[config.mk]
export PLATFORM = sky130hd
export DESIGN_NAME = tl_vc_arbiter_mux_flat
export DESIGN_NICKNAME = d
export VERILOG_FILES = /design/src/rtl/tl_pkg.sv /design/src/rtl/tl_vc_arbiter_mux_if.sv /design/src/rtl/tl_rr_arbiter.sv /design/src/rtl/tl_vc_arbiter_mux.sv /design/src/flat_wrapper.sv
export SDC_FILE = /design/constraint.sdc
export NUM_CORES = 1
export LEC_CHECK = 0
export BUFFER_PORTS_ARGS = -buffer_cell sky130_fd_sc_hd__buf_2
export CORE_MARGIN = 1
export CORE_UTILIZATION = 39
export CTS_CLUSTER_DIAMETER = 150
export DETAILED_ROUTE_END_ITERATION = 16
export PLACE_DENSITY = 0.8
export SYNTH_ARGS = -nofsm -noshare
export SYNTH_HDL_FRONTEND = slang
export SYNTH_SLANG_ARGS = --single-unit
[constraint.sdc]
create_clock -name clk -period 4.1 [get_ports clk]
set_clock_uncertainty 0.05 [all_clocks]
set_input_delay 0.615 -clock clk [delete_from_list [all_inputs] [get_ports clk]]
set_output_delay 0.615 -clock clk [all_outputs]
set_load 0.03 [all_outputs]
[src/rtl/tl_pkg.sv]
// Transaction-layer shared definitions: link state codes and sizing helper.
package tl_pkg;

  localparam logic [3:0] ST_INIT   = 4'b0001;
  localparam logic [3:0] ST_ACTIVE = 4'b0010;
  localparam logic [3:0] ST_RECOV  = 4'b0100;
  localparam logic [3:0] ST_ERROR  = 4'b1000;

  // Ceiling log2, used to size channel index fields.
  function automatic int unsigned clog2(input int unsigned n);
    int unsigned r;
    int unsigned v;
    r = 0;
    v = n - 1;
    while (v > 0) begin
      r++;
      v = v >> 1;
    end
    return r;
  endfunction

endpackage

[src/rtl/tl_vc_arbiter_mux_if.sv]
// Channel-side and output-side handshake bundle for the TL arbitrating mux.
interface tl_vc_arbiter_mux_if #(
  parameter int unsigned WIDTH  = 12,
  parameter int unsigned NUM_CH = 4
) ();

  localparam int unsigned CH_W = tl_pkg::clog2(NUM_CH);

  logic [NUM_CH*WIDTH-1:0] in_data;
  logic [NUM_CH-1:0]       in_valid;
  logic [NUM_CH-1:0]       in_ready;
  logic [WIDTH-1:0]        out_data;
  logic                    out_valid;
  logic [CH_W-1:0]         out_ch;
  logic                    out_ready;

  // Traffic source / sink side.
  modport master (
    output in_data, in_valid, out_ready,
    input  in_ready, out_data, out_valid, out_ch
  );

  // Arbiter side.
  modport slave (
    input  in_data, in_valid, out_ready,
    output in_ready, out_data, out_valid, out_ch
  );

endinterface

[src/rtl/tl_rr_arbiter.sv]
// Combinational arbiter: first requester after ptr (round-robin) or lowest index (fixed).
module tl_rr_arbiter
  import tl_pkg::*;
#(
  parameter int unsigned NUM_CH  = 4,
  parameter int unsigned RR_MODE = 0,
  localparam int unsigned CH_W   = clog2(NUM_CH)
) (
  input  logic [NUM_CH-1:0] req_i,
  input  logic [CH_W-1:0]   ptr_i,
  output logic [NUM_CH-1:0] gnt_o,
  output logic [CH_W-1:0]   idx_o,
  output logic              any_o
);

  logic [CH_W-1:0] base_c;
  logic [CH_W-1:0] cand_c;

  // Fixed priority is a scan that always starts just after the last channel.
  always_comb begin
    gnt_o  = '0;
    idx_o  = '0;
    any_o  = 1'b0;
    cand_c = '0;
    base_c = (RR_MODE != 0) ? ptr_i : CH_W'(NUM_CH - 1);
    for (int unsigned k = 1; k <= NUM_CH; k++) begin
      cand_c = CH_W'((32'(base_c) + k) % NUM_CH);
      if (!any_o && req_i[cand_c]) begin
        any_o         = 1'b1;
        gnt_o[cand_c] = 1'b1;
        idx_o         = cand_c;
      end
    end
  end

endmodule

[src/rtl/tl_vc_arbiter_mux.sv]
// N-channel arbitrating mux with a one-entry registered output stage and INIT flush.
module tl_vc_arbiter_mux
  import tl_pkg::*;
#(
  parameter int unsigned WIDTH   = 12,
  parameter int unsigned NUM_CH  = 4,
  parameter int unsigned RR_MODE = 0
) (
  input  logic                clk,
  input  logic                reset,
  input  logic [3:0]          state,
  tl_vc_arbiter_mux_if.slave  bus
);

  localparam int unsigned CH_W = clog2(NUM_CH);

  logic              flush_c;
  logic              load_en_c;
  logic              grant_en_c;
  logic              xfer_c;
  logic [NUM_CH-1:0] gnt_c;
  logic [CH_W-1:0]   idx_c;
  logic              any_c;
  logic [WIDTH-1:0]  sel_data_c;

  logic [WIDTH-1:0]  out_data_q,  out_data_d;
  logic              out_valid_q, out_valid_d;
  logic [CH_W-1:0]   out_ch_q,    out_ch_d;
  logic [CH_W-1:0]   rr_ptr_q,    rr_ptr_d;

  tl_rr_arbiter #(
    .NUM_CH  (NUM_CH),
    .RR_MODE (RR_MODE)
  ) u_arb (
    .req_i (bus.in_valid),
    .ptr_i (rr_ptr_q),
    .gnt_o (gnt_c),
    .idx_o (idx_c),
    .any_o (any_c)
  );

  // Grant only when the stage can take a word and the block is not being cleared.
  always_comb begin
    flush_c      = (state == ST_INIT);
    load_en_c    = !out_valid_q || bus.out_ready;
    grant_en_c   = load_en_c && !flush_c && !reset;
    bus.in_ready = grant_en_c ? gnt_c : '0;
    xfer_c       = grant_en_c && any_c;
  end

  // One-hot data select of the granted channel.
  always_comb begin
    sel_data_c = '0;
    for (int unsigned i = 0; i < NUM_CH; i++) begin
      if (gnt_c[i]) sel_data_c = bus.in_data[i*WIDTH +: WIDTH];
    end
  end

  // Output stage next state: load on transfer, drain to empty when nothing is offered.
  always_comb begin
    out_data_d  = out_data_q;
    out_valid_d = out_valid_q;
    out_ch_d    = out_ch_q;
    rr_ptr_d    = rr_ptr_q;
    if (load_en_c) begin
      if (xfer_c) begin
        out_data_d  = sel_data_c;
        out_ch_d    = idx_c;
        out_valid_d = 1'b1;
        if (RR_MODE != 0) rr_ptr_d = idx_c;
      end else begin
        out_valid_d = 1'b0;
      end
    end
  end

  // Reset and flush both return the stage to empty with ch0 next in line.
  always_ff @(posedge clk) begin
    if (reset || flush_c) begin
      out_data_q  <= '0;
      out_valid_q <= 1'b0;
      out_ch_q    <= '0;
      rr_ptr_q    <= CH_W'(NUM_CH - 1);
    end else begin
      out_data_q  <= out_data_d;
      out_valid_q <= out_valid_d;
      out_ch_q    <= out_ch_d;
      rr_ptr_q    <= rr_ptr_d;
    end
  end

  assign bus.out_data  = out_data_q;
  assign bus.out_valid = out_valid_q;
  assign bus.out_ch    = out_ch_q;

endmodule
[src/flat_wrapper.sv]
// flat-port wrapper written by rule: the top's interface ports become plain ports
module tl_vc_arbiter_mux_flat import tl_pkg::*;
#(
  parameter int unsigned WIDTH   = 12,
  parameter int unsigned NUM_CH  = 4,
  parameter int unsigned RR_MODE = 0
)
  (clk, reset, state, bus_in_data, bus_in_valid, bus_out_ready, bus_in_ready, bus_out_data, bus_out_valid, bus_out_ch);
  tl_vc_arbiter_mux_if #(.WIDTH(WIDTH), .NUM_CH(NUM_CH)) bus_i ();
  input  logic clk;
  input  logic reset;
  input  logic [3:0] state;
  input wire logic [$bits(bus_i.in_data)-1:0] bus_in_data;
  input wire logic [$bits(bus_i.in_valid)-1:0] bus_in_valid;
  input wire logic [$bits(bus_i.out_ready)-1:0] bus_out_ready;
  output wire logic [$bits(bus_i.in_ready)-1:0] bus_in_ready;
  output wire logic [$bits(bus_i.out_data)-1:0] bus_out_data;
  output wire logic [$bits(bus_i.out_valid)-1:0] bus_out_valid;
  output wire logic [$bits(bus_i.out_ch)-1:0] bus_out_ch;
  assign bus_i.in_data = bus_in_data;
  assign bus_i.in_valid = bus_in_valid;
  assign bus_i.out_ready = bus_out_ready;
  assign bus_in_ready = bus_i.in_ready;
  assign bus_out_data = bus_i.out_data;
  assign bus_out_valid = bus_i.out_valid;
  assign bus_out_ch = bus_i.out_ch;
  tl_vc_arbiter_mux #(.WIDTH(WIDTH), .NUM_CH(NUM_CH), .RR_MODE(RR_MODE)) u_core (.clk(clk), .reset(reset), .state(state), .bus(bus_i));
endmodule
==> results of run 1 <==
power groups by stage:
stage | clock network (uW) | logic (uW) | registers [uW]
final | 82.0 | 138 | 167
after global placement | 0 | 137 | 170
after floorplan | 0 | 63.3 | 197
after global routing | 86.0 | 150 | 169
after detailed placement | 0 | 138 | 170
after CTS | 81.4 | 138 | 167
cells in the final DEF, fill, tap and decap left out, types with 2 or more instances in the layout:
| cell type | Yosys | routed |
|---|---|---|
| a21oi_1 | 24 | 24 |
| a21oi_2 | 2 | 2 |
| a22o_1 | 12 | 12 |
| a311oi_1 | 12 | 12 |
| and3_1 | 2 | 2 |
| buf_2 | 6 | 77 |
| clkbuf_4 | 0 | 3 |
| dfxtp_1 | 15 | 15 |
| inv_1 | 13 | 13 |
| nand2_1 | 13 | 13 |
| nand3b_1 | 12 | 12 |
| nor2_1 | 3 | 3 |
| o221a_2 | 2 | 2 |
per-stage QoR:
step	cells	utilization (%)	hold slack, ns	worst slack [ns]	area, sq um
2_1_floorplan	133	-	0.576	1.22	1060
3_3_place_gp	226	55.2	0.446	1.49	1390
3_5_place_dp	226	55.2	0.456	1.46	1390
4_1_cts	230	56.2	0.468	1.46	1420
5_1_grt	230	56.2	0.493	1.39	1420
6_report	230	56.2	0.460	1.47	1420
kinds of logic after synthesis:
family,count (synthesis)
simple gates,39
compound gates,52
flops,15
buf+inv,27
final timing paths:
kind | startpoint | end | slack (ns) | depth (start not counted)
setup / recovery | bus_in_valid[0] | bus_in_ready[3] | 1.47 | 4
hold / removal | u_core.bus.out_data[4] | u_core.bus.out_data[4] | 0.46 | 2
setup reg to reg | u_core.bus.out_valid | u_core.bus.out_ch[1] | 2.47 | 3
hold reg to reg | u_core.bus.out_data[4] | u_core.bus.out_data[4] | 0.46 | 2
flip-flops by register name, summed over array words and instances, names as in the netlist:
name	cells
u_core.bus.out_data	12
u_core.bus.out_valid	1
u_core.bus.out_ch	2
synthesized netlist by cell type (all sizes together) (2+ instances only):
master	instances
nand3b	12
nor4b	2
nand2	13
a22o	12
a21oi	26
nor2	3
buf	11
a311oi	12
inv	13
clkbuf	3
and3	2
nor4	2
o221a	2
dfxtp	15
worst register-to-register path, stage by stage, from the launching register on:
cell and delay [ns]:
dfxtp_1 0.33, nor2b_1 0.19, nor2_1 0.67, o221a_2 0.33
routing by layer:
layer / GRT usage (%) / share of wire, % / up-vias
met5: 0 / 0 / -
met4: 6.41 / 0.93 / 0
met3: 1.41 / 7.5 / 2
met2: 32.1 / 48 / 61
met1: 28.3 / 44 / 519
li1: - / - / 625
area by class of cell:
type	count	area (sq um)
inverters	13	48.8
fillers	264	1100
repair buffers	77	385
multi-input cells	91	619
flip-flops and latches	15	300
clock buffers	4	26.3
well taps	30	37.5
==> summary.txt, run 1 <==
Tmin final: 2.63 ns
Unrepaired setup endpoints after global routing: false
Overall power: 387 uW
Area Overhead vs Synth: 33.9%
Switching pwr: 133 uW
Total leakage power: 0.000713 uW
Number of gates resized after CTS: 0
Initial core utilization: 42.0%
I/O pin total: 78
Fmax: 0.380 GHz
Max VDD drop: 0.000139 V
Synth Area in Compound Gates: 35.0%
Period utilization: 64.2%
Vias in the first global route: 972
Slew headroom: 43.5%
Startpoint Class: input pin
Top delay family on crit path: simple AND/OR/NAND/NOR gates
Clock sink count: 15
# setup viols final: 0
Int Pwr: 254 uW
Most common flop cell mapped by yosys: dfxtp_1
Simple-gate area share of the yosys netlist: 23.5%
Synth Area in XOR/XNOR: 0%
Syn Nets: 192
Crit path max fanout: 31
Buffers and inverters on the worst path: 2
Slew @ Worst Pin: 0.845 ns
Cell mode on critical path: buf_2
Post-synthesis mux area share: 0%
# port buffers: 77
Clock power share: 21.2%
CP Data Arrival Time: 1.97 ns
Crit. End Element: output port
Core ar.: 0.00252 sq mm
Synth area leader: dfxtp_1
First-pass GRT wire length: 4250 um
Drt first pass iters: 4
Critical path's largest stage delay: 0.65 ns
Hold Path Class: reg -> reg
Htree depth: 1
Vias per Instance: 5.25
Initial drt markers: 25
Dominant cells by area after synthesis: dfxtp_1, a21oi_1, a22o_1
Post-Route WL: 2910 um
CTS tree: done
WP data required: 3.43 ns
Share of cells above drive strength 1: 44.0%
Crit-path cells: buf_2 -> nor4b_4 -> and3_1 -> buf_2
Post-CTS Hold Buffers: 0
DP HPWL: 2270 um
#FFs+latches synth: 15
Gpl congestion: 0.830
Final Hold Vio Count: 0
Num CTS Buffers: 3
Yosys synthesis warning count: 0
Max Cap Viol: 0
EDFF count, synth: 0
Die Y: 54.1 um
Sequential share of power: 43.2%
Clk Latency, worst-skew pair: 0.27 ns
Avg WL per Cell: 12.7 um
Reg clk slew, reported paths: 0.09 ns
Async SR Flop Fraction: 0%
Die X: 54.1 um
Syn Area/Cell: 7.96 sq um
Setup CP Type: in -> out
Initial antenna violation count: 0
Sequential area share after synthesis: 28.4%
Vias: 1207
Clock Path Buffers: 2
Largest net degree at the start of global routing: 32
Mapped Area: 0.00106 sq mm
GR Util All Layers: 20.0%
# Post-CTS Setup Buffers: 0
Post-synthesis adder-cell area fraction: 0%
Antenna cells: 0
Pins Over Slew Limit: 0
Post-synthesis cell count: 133
Slowest cell on the critical path: nor4b_4
Switching fraction of total power: 34.3%
Number of core rows: 18
Nets@finish: 260
Combinational Power Share: 35.6%
Grt ovf: 0
Largest family of logic cells by synthesized area: compound AO/OA/AOI/OAI gates
DIE AREA: 0.00293 sq mm
Top cell type's share of synthesized area: 28.4%
Setup TNS: 0 ns
PD cells: 273 mW/mm^2
Remaining DRCs: 0
Netlist cell types: 24
ANT nets after route: 0
Status: complete, no violations
Root Buffer: clkbuf_4
Power figures use the tool's default switching activity.
==> run 2, diff against run 1 <==
--- a/config.mk
+++ b/config.mk
@@ -5,12 +5,13 @@
 export SDC_FILE = /design/constraint.sdc
 export NUM_CORES = 1
 export LEC_CHECK = 0
+export ABC_AREA = 1
 export BUFFER_PORTS_ARGS = -buffer_cell sky130_fd_sc_hd__buf_2
 export CORE_MARGIN = 1
 export CORE_UTILIZATION = 39
 export CTS_CLUSTER_DIAMETER = 150
 export DETAILED_ROUTE_END_ITERATION = 16
-export PLACE_DENSITY = 0.8
+export PLACE_DENSITY = 0.79
 export SYNTH_ARGS = -nofsm -noshare
 export SYNTH_HDL_FRONTEND = slang
 export SYNTH_SLANG_ARGS = --single-unit
==> constraint.sdc (replaced) <==
create_clock -name clk -period 2.55 [get_ports clk]
set_clock_uncertainty 0.05 [all_clocks]
set_input_delay 0.3825 -clock clk [delete_from_list [all_inputs] [get_ports clk]]
set_output_delay 0.3825 -clock clk [all_outputs]
set_load 0.03 [all_outputs]
==> summary.txt, run 2 <==
Sequential area share after synthesis: 27.1% (was 28.4%)
Root Buffer: clkbuf_4 (unchanged)
Area Overhead vs Synth: 36.3% (was 33.9%)
Syn Area/Cell: 5.74 sq um (was 7.96 sq um)
Largest net degree at the start of global routing: 17 (was 32)
Most common flop cell mapped by yosys: dfxtp_1 (unchanged)
Avg WL per Cell: 9.64 um (was 12.7 um)
First-pass GRT wire length: 4850 um (was 4250 um)
CTS tree: done (unchanged)
Vias in the first global route: 1176 (was 972)
Crit. End Element: output port (unchanged)
Clk Latency, worst-skew pair: 0.27 ns (about the same)
Setup TNS: 0 ns (unchanged)
#FFs+latches synth: 15 (unchanged)
DIE AREA: 0.00306 sq mm (was 0.00293 sq mm)
Nets@finish: 325 (was 260)
Yosys synthesis warning count: 0 (unchanged)
Most common cell after layout, fill and taps aside: nand2_1 (was buf_2)
# port buffers: 77 (unchanged)
Fmax: 0.540 GHz
Synth area leader: nand2_1 (was dfxtp_1)
Post-synthesis cell count: 193 (was 133)
Syn Nets: 252 (was 192)
Clock sink count: 15 (unchanged)
Worst Setup SP: u_core.bus.out_valid (was bus_in_valid[0])
Gpl congestion: 0.736 (was 0.830)
Dominant cells by area after synthesis: nand2_1, dfxtp_1, nand3b_1 (was dfxtp_1, a21oi_1, a22o_1)
# Post-CTS Setup Buffers: 0 (unchanged)
Remaining DRCs: 0 (unchanged)
Share of cells above drive strength 1: 33.2% (was 44.0%)
Async SR Flop Fraction: 0% (unchanged)
Core ar.: 0.00259 sq mm (was 0.00252 sq mm)
Max VDD drop: 0.000354 V (was 0.000139 V)
Netlist cell types: 16 (was 24)
Critical path's largest stage delay: 0.31 ns (was 0.65 ns)
Slew @ Worst Pin: 0.475 ns (was 0.845 ns)
Top cell type's share of synthesized area: 27.5% (was 28.4%)
EDFF count, synth: 0 (unchanged)
I/O pin total: 78 (unchanged)
Synth top cells by count: nand2_1, inv_1, nor2_1 (was a21oi_1, dfxtp_1, inv_1, nand2_1)
GR Util All Layers: 19.0% (was 20.0%)
Max Cap Viol: 0 (unchanged)
Die Y: 55.3 um (was 54.1 um)
Number of core rows: 18 (unchanged)
Crit path max fanout: 5 (was 31)
Most frequent cells in the layout: nand2_1, buf_2, inv_1 (was buf_2, a21oi_1, dfxtp_1)
Max reg flops: 12 (unchanged)
Reg clk slew, reported paths: 0.09 ns (about the same)
Hold Path Class: in -> reg (was reg -> reg)
Total leakage power: 0.000877 uW (was 0.000713 uW)
Crit-path cells: nand2_1 -> nand3_1 -> nor3_1 -> buf_2 (was buf_2 -> nor4b_4 -> and3_1 -> buf_2)
Die X: 55.3 um (was 54.1 um)
Htree depth: 1 (unchanged)
Period utilization: 72.7%
Status: complete, no violations (unchanged)
Vias per Instance: 4.58 (was 5.25)
Antenna cells: 0 (unchanged)
Clock Path Buffers: 2 (unchanged)
# setup viols final: 0 (unchanged)
Pins Over Slew Limit: 0 (unchanged)
Unrepaired setup endpoints after global routing: false (unchanged)
Final Hold Vio Count: 0 (unchanged)
Tmin final: 1.85 ns
Fin util: 58.3% (was 56.2%)
PD cells: 415 mW/mm^2 (was 273 mW/mm^2)
Number of gates resized after CTS: 0 (unchanged)
Finished Layout Cells: 295 (was 230)
ANT nets after route: 0 (unchanged)
Num CTS Buffers: 3 (unchanged)
Initial antenna violation count: 0 (unchanged)
Placed insts: 291 (was 226)
Post-CTS Hold Buffers: 0 (unchanged)
DP HPWL: 2320 um (was 2270 um)
Count leader, synth: nand2_1 (was a21oi_1)
Hold wc startpoint: bus_in_data[30] (was u_core.bus.out_data[4])
Drt first pass iters: 4 (unchanged)
CP Data Arrival Time: 1.42 ns (was 1.97 ns)
Slowest cell on the critical path: dfxtp_1 (was nor4b_4)
Initial core utilization: 42.8% (was 42.0%)
Grt ovf: 0 (unchanged)
Initial drt markers: 22 (was 25)
Vias: 1351 (was 1207)
Setup CP Type: reg -> out (was in -> out)
Post-Route WL: 2850 um (was 2910 um)
Startpoint Class: flop (was input pin)
Slew headroom: 68.3% (was 43.5%)
Critical register-to-register path startpoint: u_core.bus.out_valid (unchanged)
WP data required: 2.12 ns (was 3.43 ns)
Mapped Area: 0.00111 sq mm (was 0.00106 sq mm)
## run 2: cell count changes after synthesis, sizes merged, moves of 2 or more
| cell | previous run | this run |
|---|---|---|
| a311oi | 12 | 0 |
| a22o | 12 | 0 |
| nor4 | 2 | 0 |
| o221a | 2 | 0 |
| nand2 | 13 | 81 |
| buf | 11 | 8 |
| nand3 | 0 | 15 |
| nand4 | 0 | 13 |
| and3 | 2 | 0 |
| inv | 13 | 23 |
| nor4b | 2 | 0 |
| nor2 | 3 | 19 |
| a21oi | 26 | 3 |
## run 2: path summary, 6_finish.rpt
check                           endpoint  slack (ns)  cells past startpoint
setup / recovery         bus_in_ready[2]        0.70                      4
hold / removal    u_core.bus.out_data[6]        0.36                      5
setup reg to reg  u_core.bus.out_data[7]        1.20                      5
hold reg to reg     u_core.bus.out_ch[0]        0.40                      2
## run 2: layout make-up
class / instances / area [sq um]
clock buffer: 4 / 26.3
fill: 289 / 1080
inverter: 23 / 86.3
multi-input combinational: 145 / 666
sequential: 15 / 300
tap: 30 / 37.5
timing repair buffer: 78 / 393
## run 2: worst max-delay path: cells and delay by family (launching register included)
kind	cells	cell delay (ns)
flip-flops	1	0.31
buffers and inverters	1	0.24
AND/OR/NAND/NOR	3	0.60
## run 2: cell families (layout without fill, tap and decap cells)
kind of cell / count (synthesis) / count (layout) / synth area share [%]
compound gates: 3 / 3 / 1.36
buf+inv: 33 / 105 / 12.8
flops: 15 / 15 / 27.1
simple gates: 142 / 142 / 58.8
## run 2: metal layers
metal / vias to the layer above / part of all wire, % / global-route usage, %
li1: 752 / - / -
met3: 2 / 5.2 / 2.34
met4: 0 / 0.67 / 6.43
met2: 54 / 44 / 31.2
met5: - / 0 / 0
met1: 543 / 50 / 25.8
## run 2: where the power goes
group          switching [uW]  internal (uW)  leakage (uW)
sequential               9.50            257      0.000124
clock                    70.6           60.6     0.0000150
combinational             143           86.1      0.000738
## run 2: per-stage QoR
step,hold WS [ns],instance area [sq um],worst slack [ns],power (uW)
2_1_floorplan,0.520,1110,0.689,421
3_3_place_gp,0.385,1480,0.769,500
3_5_place_dp,0.391,1480,0.746,502
4_1_cts,0.349,1510,0.700,634
5_1_grt,0.385,1510,0.557,673
6_report,0.357,1510,0.697,627
